==> src/rtl/mcu_wb_probe_monitor.sv <==
// Wishbone-accessible probe monitor: snapshots N_CH probe channels, flags changes,
// counts samples and raises a maskable level interrupt.
module mcu_wb_probe_monitor #(
    parameter int N_CH        = 4,
    parameter int CH_W        = 8,
    parameter int WAIT_STATES = 0
) (
    input  logic                 wb_clk_i,
    input  logic                 wb_rst_i,
    input  logic                 wbs_stb_i,
    input  logic                 wbs_cyc_i,
    input  logic                 wbs_we_i,
    input  logic [3:0]           wbs_sel_i,
    input  logic [31:0]          wbs_dat_i,
    input  logic [31:0]          wbs_adr_i,
    output logic                 wbs_ack_o,
    output logic [31:0]          wbs_dat_o,
    input  logic [N_CH*CH_W-1:0] probe_i,
    output logic                 irq_o
);

    typedef enum logic [1:0] {S_IDLE, S_WAIT, S_ACK} state_t;

    localparam logic [1:0] WS_LAST = (WAIT_STATES > 0) ? 2'(WAIT_STATES - 1) : 2'd0;

    state_t            state_q, state_d;
    logic [1:0]        wcnt_q, wcnt_d;
    logic [5:0]        adr_q, adr_d;
    logic              we_q, we_d;
    logic [3:0]        sel_q, sel_d;
    logic [31:0]       dat_q, dat_d;
    logic [31:0]       rdata_q, rdata_d;
    logic [2:0]        ctrl_q, ctrl_d;
    logic [N_CH-1:0]   changed_q, changed_d;
    logic [N_CH-1:0]   mask_q, mask_d;
    logic [31:0]       cnt_q, cnt_d;
    logic              irq_q;
    logic [CH_W-1:0]   cap_q [N_CH];

    logic [5:0]        rd_adr;
    logic [31:0]       rd_mux;
    logic              wr_en;
    logic              active;
    logic [N_CH-1:0]   byte_n;
    logic [N_CH-1:0]   wd_n;
    logic [N_CH-1:0]   w1c;
    logic [N_CH-1:0]   set_vec;
    logic              unused_bits;

    assign unused_bits = ^{wbs_adr_i[31:8], wbs_adr_i[1:0], dat_q, sel_q};

    // In IDLE the read mux looks at the live address so a zero-wait read sees request-cycle state.
    assign rd_adr = (state_q == S_IDLE) ? wbs_adr_i[7:2] : adr_q;

    always_comb begin
        rd_mux = '0;
        case (rd_adr)
            6'h00:   rd_mux[2:0]      = ctrl_q;
            6'h01:   rd_mux[N_CH-1:0] = changed_q;
            6'h02:   rd_mux[N_CH-1:0] = mask_q;
            6'h03:   rd_mux           = cnt_q;
            6'h04:   rd_mux           = {8'h32, 8'h58, 8'(N_CH), 8'(CH_W)};
            default: ;
        endcase
        for (int i = 0; i < N_CH; i++) begin
            if (rd_adr == 6'(16 + i)) rd_mux[CH_W-1:0] = cap_q[i];
        end
    end

    always_comb begin
        state_d = state_q;
        wcnt_d  = wcnt_q;
        adr_d   = adr_q;
        we_d    = we_q;
        sel_d   = sel_q;
        dat_d   = dat_q;
        rdata_d = rdata_q;
        case (state_q)
            S_IDLE: begin
                if (wbs_stb_i && wbs_cyc_i) begin
                    adr_d = wbs_adr_i[7:2];
                    we_d  = wbs_we_i;
                    sel_d = wbs_sel_i;
                    dat_d = wbs_dat_i;
                    if (WAIT_STATES > 0) begin
                        state_d = S_WAIT;
                        wcnt_d  = 2'd0;
                    end else begin
                        state_d = S_ACK;
                        rdata_d = rd_mux;
                    end
                end
            end
            S_WAIT: begin
                if (!wbs_cyc_i) begin
                    state_d = S_IDLE;
                end else if (wcnt_q == WS_LAST) begin
                    state_d = S_ACK;
                    rdata_d = rd_mux;
                end else begin
                    wcnt_d = wcnt_q + 2'd1;
                end
            end
            S_ACK:   state_d = S_IDLE;
            default: state_d = S_IDLE;
        endcase
    end

    assign wr_en  = (state_q == S_ACK) && we_q;
    assign active = ctrl_q[0] && !ctrl_q[1];

    always_comb begin
        ctrl_d = ctrl_q;
        mask_d = mask_q;
        cnt_d  = cnt_q;
        for (int i = 0; i < N_CH; i++) begin
            byte_n[i]  = sel_q[i / 8];
            set_vec[i] = active && (probe_i[i*CH_W +: CH_W] != cap_q[i]);
        end
        wd_n = dat_q[N_CH-1:0] & byte_n;
        w1c  = (wr_en && adr_q == 6'h01) ? wd_n : '0;
        // OR-ing the set term last makes a same-cycle change win over the clear.
        changed_d = (changed_q & ~w1c) | set_vec;
        if (wr_en && adr_q == 6'h00 && sel_q[0]) ctrl_d = dat_q[2:0];
        if (wr_en && adr_q == 6'h02) mask_d = (mask_q & ~byte_n) | wd_n;
        if (wr_en && adr_q == 6'h03) begin
            cnt_d = '0;
        end else if (active) begin
            cnt_d = cnt_q + 32'd1;
        end
    end

    always_ff @(posedge wb_clk_i) begin
        if (wb_rst_i) begin
            state_q   <= S_IDLE;
            wcnt_q    <= '0;
            adr_q     <= '0;
            we_q      <= 1'b0;
            sel_q     <= '0;
            dat_q     <= '0;
            rdata_q   <= '0;
            ctrl_q    <= '0;
            changed_q <= '0;
            mask_q    <= '0;
            cnt_q     <= '0;
            irq_q     <= 1'b0;
            for (int i = 0; i < N_CH; i++) cap_q[i] <= '0;
        end else begin
            state_q   <= state_d;
            wcnt_q    <= wcnt_d;
            adr_q     <= adr_d;
            we_q      <= we_d;
            sel_q     <= sel_d;
            dat_q     <= dat_d;
            rdata_q   <= rdata_d;
            ctrl_q    <= ctrl_d;
            changed_q <= changed_d;
            mask_q    <= mask_d;
            cnt_q     <= cnt_d;
            irq_q     <= ctrl_q[2] && |(changed_q & mask_q);
            if (active) begin
                for (int i = 0; i < N_CH; i++) cap_q[i] <= probe_i[i*CH_W +: CH_W];
            end
        end
    end

    assign wbs_ack_o = (state_q == S_ACK);
    assign wbs_dat_o = wbs_ack_o ? rdata_q : 32'h0;
    assign irq_o     = irq_q;

endmodule

==> config.mk <==
export PLATFORM = sky130hd
export DESIGN_NAME = mcu_wb_probe_monitor
export DESIGN_NICKNAME = d
export VERILOG_FILES = /design/src/rtl/mcu_wb_probe_monitor.sv
export SDC_FILE = /design/constraint.sdc
export NUM_CORES = 1
export LEC_CHECK = 0
export CAP_MARGIN = 10
export CORE_MARGIN = 2
export CORE_UTILIZATION = 54
export DETAILED_ROUTE_END_ITERATION = 8
export PLACE_DENSITY = 0.86
export SLEW_MARGIN = 20
export SYNTH_ARGS = -nofsm -noshare
export SYNTH_HDL_FRONTEND = slang
export SYNTH_SLANG_ARGS = --single-unit
==> constraint.sdc <==
create_clock -name wb_clk_i -period 3.7 [get_ports wb_clk_i]
set_clock_uncertainty 0.15 [all_clocks]
set_input_delay 1.11 -clock wb_clk_i [delete_from_list [all_inputs] [get_ports wb_clk_i]]
set_output_delay 1.11 -clock wb_clk_i [all_outputs]
set_load 0.02 [all_outputs]
# Yosys cells after proc, flatten, opt, wreduce, memory -nomap -nowiden
# Memory sizes are Yosys's and may differ from the RTL's.
# Cells that the tools add are included.
# totals
ramBits,32
n_memories,1
input_bits,105
regBits,92
# op_classes
mux,27
n_addsub,2
n_bitwise,13
eq_ne,21
n_reduce_logical,25
# memory_table
name,words,word_bits,read_ports,rd_ports_with_merged_regs,wr,line,rtl
cap_q,4,8,4,0,4,38,logic [CH_W-1:0] cap_q [N_CH];
# op_table
operator,n
$mux W32,4
$mux W8,8
$pmux W32 S2,1
$pmux W28 S2,1
$add A32 B1 Y32 const B,1
$ne A8 B8 Y1,4
$eq A6 B2 Y1 const B,4
$eq A6 B5 Y1 const B,4
$and A4 B4 Y4,4
$logic_and A1 B1 Y1,13
$eq A6 B1 Y1 const B,2
$logic_not A6 Y1,2
$pmux W3 S4,1
$not A4 Y4,2
$or A4 B4 Y4,2
$eq A6 B3 Y1 const B,1
$mux W2,3
$mux W6,1
$mux W1,5
$logic_not A2 Y1,2
$mux W4,1
$ne A2 B2 Y1 const B,2
$or A1 B1 Y1,4
$pmux W1 S4,1
14 further kinds,15

# Longest topological paths before layout
# logic_depth
ltp_word,11
depth_mapped,8
ltp_nobuf,6

# Worst setup path before layout
# No wires, ideal clock.
# synth_path
kind,in2reg
from,in wbs_adr_i[6]
to,reg rdata_q[25]
n_path_buf,2
cell_stages,6
setup_slack_ps,809
setup_time_ps,86
arrival_time_ps,2655
t_required_ps,3464
cell_sequence,or4b_2 a2bb2oi_2 buf_2 buf_2 nand2_1 a211oi_1
# synth_between
elab_chain_len,6
word_cells_on_any_way,8
classes_between,eq/ne: 2; mux: 6
# synth_lines
element,line,rtl
start: declaration,15,"input logic [31:0] wbs_adr_i,"
$mux W6 (*),53,assign rd_adr = (state_q == S_IDLE) ? wbs_adr_i[7:2] : adr_q;
$eq A6 B3 Y1 / $eq A6 B2 Y1 (equally long branches),57,case (rd_adr)
$pmux W28 S2 (*),57,
$mux W32,97,end else if (wcnt_q == WS_LAST) begin
$mux W32,95,if (!wbs_cyc_i) begin
$pmux W32 S2 (*),78,case (state_q)
end signal: assignment,155,rdata_q <= rdata_d;
end: declaration,32,"logic [31:0] rdata_q, rdata_d;"
# Every way passes the cells marked *; elsewhere a longest branch is shown, timed or not. The select of a mux whose other input is x is not followed.
# A chain may end at the register's enable or synchronous reset.

# Worst setup path after layout
# layout_path
from,reg state_q[1]
to,out wbs_dat_o[1]
# layout_between
elab_chain_len,2
# layout_lines
element,line,rtl
start: declaration,26,"state_t state_q, state_d;"
start signal: assignment,149,state_q <= state_d;
$eq A2 B2 Y1,167,assign wbs_ack_o = (state_q == S_ACK);
$mux W32,168,assign wbs_dat_o = wbs_ack_o ? rdata_q : 32'h0;
end: declaration,17,"output logic [31:0] wbs_dat_o,"
# Every way passes these cells.

==> flow_metrics.env <==
export IMPL_status="finished clean"
export IMPL_core_region_area_sq_um=10790
export IMPL_rows=38
export IMPL_total_power_mw=3.380
export IMPL_dieWidth_um=108.7
export IMPL_synth_top_cells_by_count="dfxtp_1, nand2_1, and2_1"
export IMPL_p_comb_frac=0.066
export IMPL_hold_viol=0
export IMPL_fin_area_sq_um=7532
export IMPL_initial_core_util=0.5489
export IMPL_drive_gt1_frac=0.08400
export IMPL_syn_area_sq_um=5924
export IMPL_r2r_start="state_q[1]"
export IMPL_netlist_instances=659
export IMPL_hold_depth=2
export IMPL_synth_avg_cell_area_sq_um=8.990
export IMPL_fin_cells=890
export IMPL_switching_share=0.2114
export IMPL_synth_nets=765
export IMPL_power_density_nw_per_um2=448.7
export IMPL_maxSlewViolCount=0
export IMPL_worstSetupPathType="register to output pin"
export IMPL_clockPowerShare=0.517
export IMPL_crit_start="state_q[1]"
export IMPL_cts_root_buf="clkbuf_8"
export IMPL_p_int_mw=2.665
export IMPL_finalSetupViolCount=0
export IMPL_final_nets=843
export IMPL_timing_final_crit_period_ns=3.297
export IMPL_maxCapViolations=0
export IMPL_grtUsageTotal=0.2727
export IMPL_antenna_cells=0
export IMPL_yosysWarnings=0
export IMPL_pin_count=139
export IMPL_cts_resized=0
export IMPL_ys_seq_elements=121
export IMPL_htreeDepth=4
export IMPL_synth_distinct_cells=58
export IMPL_final_period_utilization=0.8912
export IMPL_min_to="rdata_q[26]"
export IMPL_post_cts_setup_buffers=0
export IMPL_yosys_area_top_type_share=0.3007
export IMPL_synth_seq_area_share=0.4629
export IMPL_critPathCaptureType="output pin"
export IMPL_synth_area_leader_cell="dfxtp_1"
export IMPL_grt_pass1_wl_um=24820
export IMPL_drt_total_wl_um=15170
export IMPL_wl_per_cell_um=17.04
export IMPL_yosys_cell_count_top_type="dfxtp_1"
export IMPL_routabilityCongestion=0.9237
export IMPL_p_leak_nw=2.550
export IMPL_rsz0062_at_grt="no"
export IMPL_switching_power_uw=714.5
export IMPL_worst_r2r_cell_count=6
export IMPL_io_buffers=81
export IMPL_first_iter_violations=393
export IMPL_startpoint_type="register"
export IMPL_placed_cells=858
export IMPL_drt_first_pass_iters=6
export IMPL_numCtsBuffers=17
export IMPL_max_slew_margin_rel=0.3894
export IMPL_vias=5191
export IMPL_drc_errors=0
export IMPL_cts_sinks=121
export IMPL_clk_pin_slew_ns=0.05
export IMPL_die_h_um=108.7
export IMPL_min_delay_start="rdata_q[26]"
export IMPL_postCtsHoldBufs=0
export IMPL_postPlaceCellArea_sq_um=6898
export IMPL_path_max_fanout=29
export IMPL_clock_latency_ns=0.53
export IMPL_synth_edff_count=32
export IMPL_power_frac_seq=0.417
export IMPL_cts_tree="done"
export IMPL_grt_overflow_total=0
export IMPL_vdd_drop_max_mv=0.3510
export IMPL_viasPerCell=5.833
export IMPL_synth_area_leaders="dfxtp_1, edfxtp_1, and2_1"
export IMPL_ant_nets=0
export IMPL_area_growth_pct=27.14
export IMPL_antenna_found_initial=0
export IMPL_grt_max_degree=44
export IMPL_dp_hpwl_um=10710
export IMPL_worst_pin_slew_ns=0.9140
export IMPL_synth_main_ff_cell="dfxtp_1"
export IMPL_fin_setup_tns_ns=0
export IMPL_fmaxAchievable_mhz=303.3
export IMPL_cts_buffer_depth=2
export IMPL_die_area_sq_um=11830
export IMPL_grt_pass1_vias=5107
export IMPL_cp_data_required_time_ns=2.44
export IMPL_r2r_slack_ns=0.83
export IMPL_crit_arrival_ns=2.04
export IMPL_hold_path_class="register to register"
export IMPL_synthArstFlopShare=0
[layer usage]
metal / global-route usage / up-vias / wire length, um
met4: 0.08883 / 0 / 242
li1: - / 2487 / -
met1: 0.3555 / 2474 / 6634
met3: 0.06575 / 28 / 973
met2: 0.4469 / 202 / 7316
met5: 0 / - / 0
[stage by stage]
stage	setup WS, ns	utilization	hold WS, ns
after floorplan	0.8092	-	0.2741
after global placement	0.1069	0.6391	0.2863
after detailed placement	0.05740	0.6391	0.2909
after CTS	0.3805	0.6979	0.2968
after global routing	0.2923	0.6979	0.3282
final	0.4027	0.6979	0.2938
[worst max-delay path by stage]
stage | endpoint | slack (ns) | depth (start not counted)
floorplan | rdata_q[25] | 0.81 | 6
global placement | rdata_q[5] | 0.11 | 6
detailed placement | rdata_q[22] | 0.06 | 6
CTS | wbs_dat_o[4] | 0.38 | 3
global route | wbs_dat_o[11] | 0.29 | 3
finish | wbs_dat_o[1] | 0.40 | 3
[critical path, cell delays in order, from the launching register on]
cell,delay [ns]
dfxtp_1,0.52
buf_12,0.22
and2_1,0.16
clkdlybuf4s50_1,0.61
[cell usage in the layout, fill, tap and decap left out, types with 4 or more instances in the layout]
cell	count
nand3_1	24
o32ai_1	4
clkbuf_16	17
clkdlybuf4s50_1	80
dfxtp_1	89
xnor2_1	48
and2_1	68
nor4_1	6
buf_4	17
mux2i_1	9
or3_1	15
a222oi_1	5
o21ai_0	20
xor2_1	8
nor2_1	54
o221ai_1	7
a211oi_1	8
nand2_1	71
inv_1	11
or4_1	4
nand4_1	13
edfxtp_1	32
a22oi_1	5
a21oi_1	47
a221oi_1	4
clkbuf_8	7
or2_2	5
nor3_1	8
[sequential cells by signal, summed over array words and instances (netlist names), named ones only]
| signal | count |
|---|---|
| cnt_q | 32 |
| we_q | 1 |
| ctrl_q | 3 |
| changed_q | 4 |
| state_q | 1 |
| irq_o | 1 |
| rdata_q | 32 |
| cap_q | 32 |
| sel_q | 1 |
| dat_q | 4 |
| adr_q | 6 |
[power by group through the flow]
stage               clock network, mW  logic [mW]  registers (mW)
floorplan                           0       0.121            1.43
global placement                    0       0.212            1.44
detailed placement                  0       0.220            1.44
CTS                              1.76       0.222            1.41
global route                     1.82       0.243            1.41
finish                           1.75       0.224            1.41
[logic make-up after synthesis]
group	after synthesis	synth area share
AO/OA/AOI/OAI	118	0.1286
buffers and inverters	51	0.03358
flip-flops	121	0.4629
adder cells (fa/ha/maj)	1	0.002112
AND/OR/NAND/NOR	303	0.2748
XOR/XNOR	56	0.08279
multiplexers	9	0.01521
[cell type report]
class,count,area (sq um)
fillers,838,3261
multi-input cells,487,2985
flip-flops and latches,121,2743
repair buffers,99,953.4
clock buffers,26,529.3
well taps,140,175.2
clock inverters,6,105.1
inverters,11,41.29
Power figures use the tool's default switching activity.
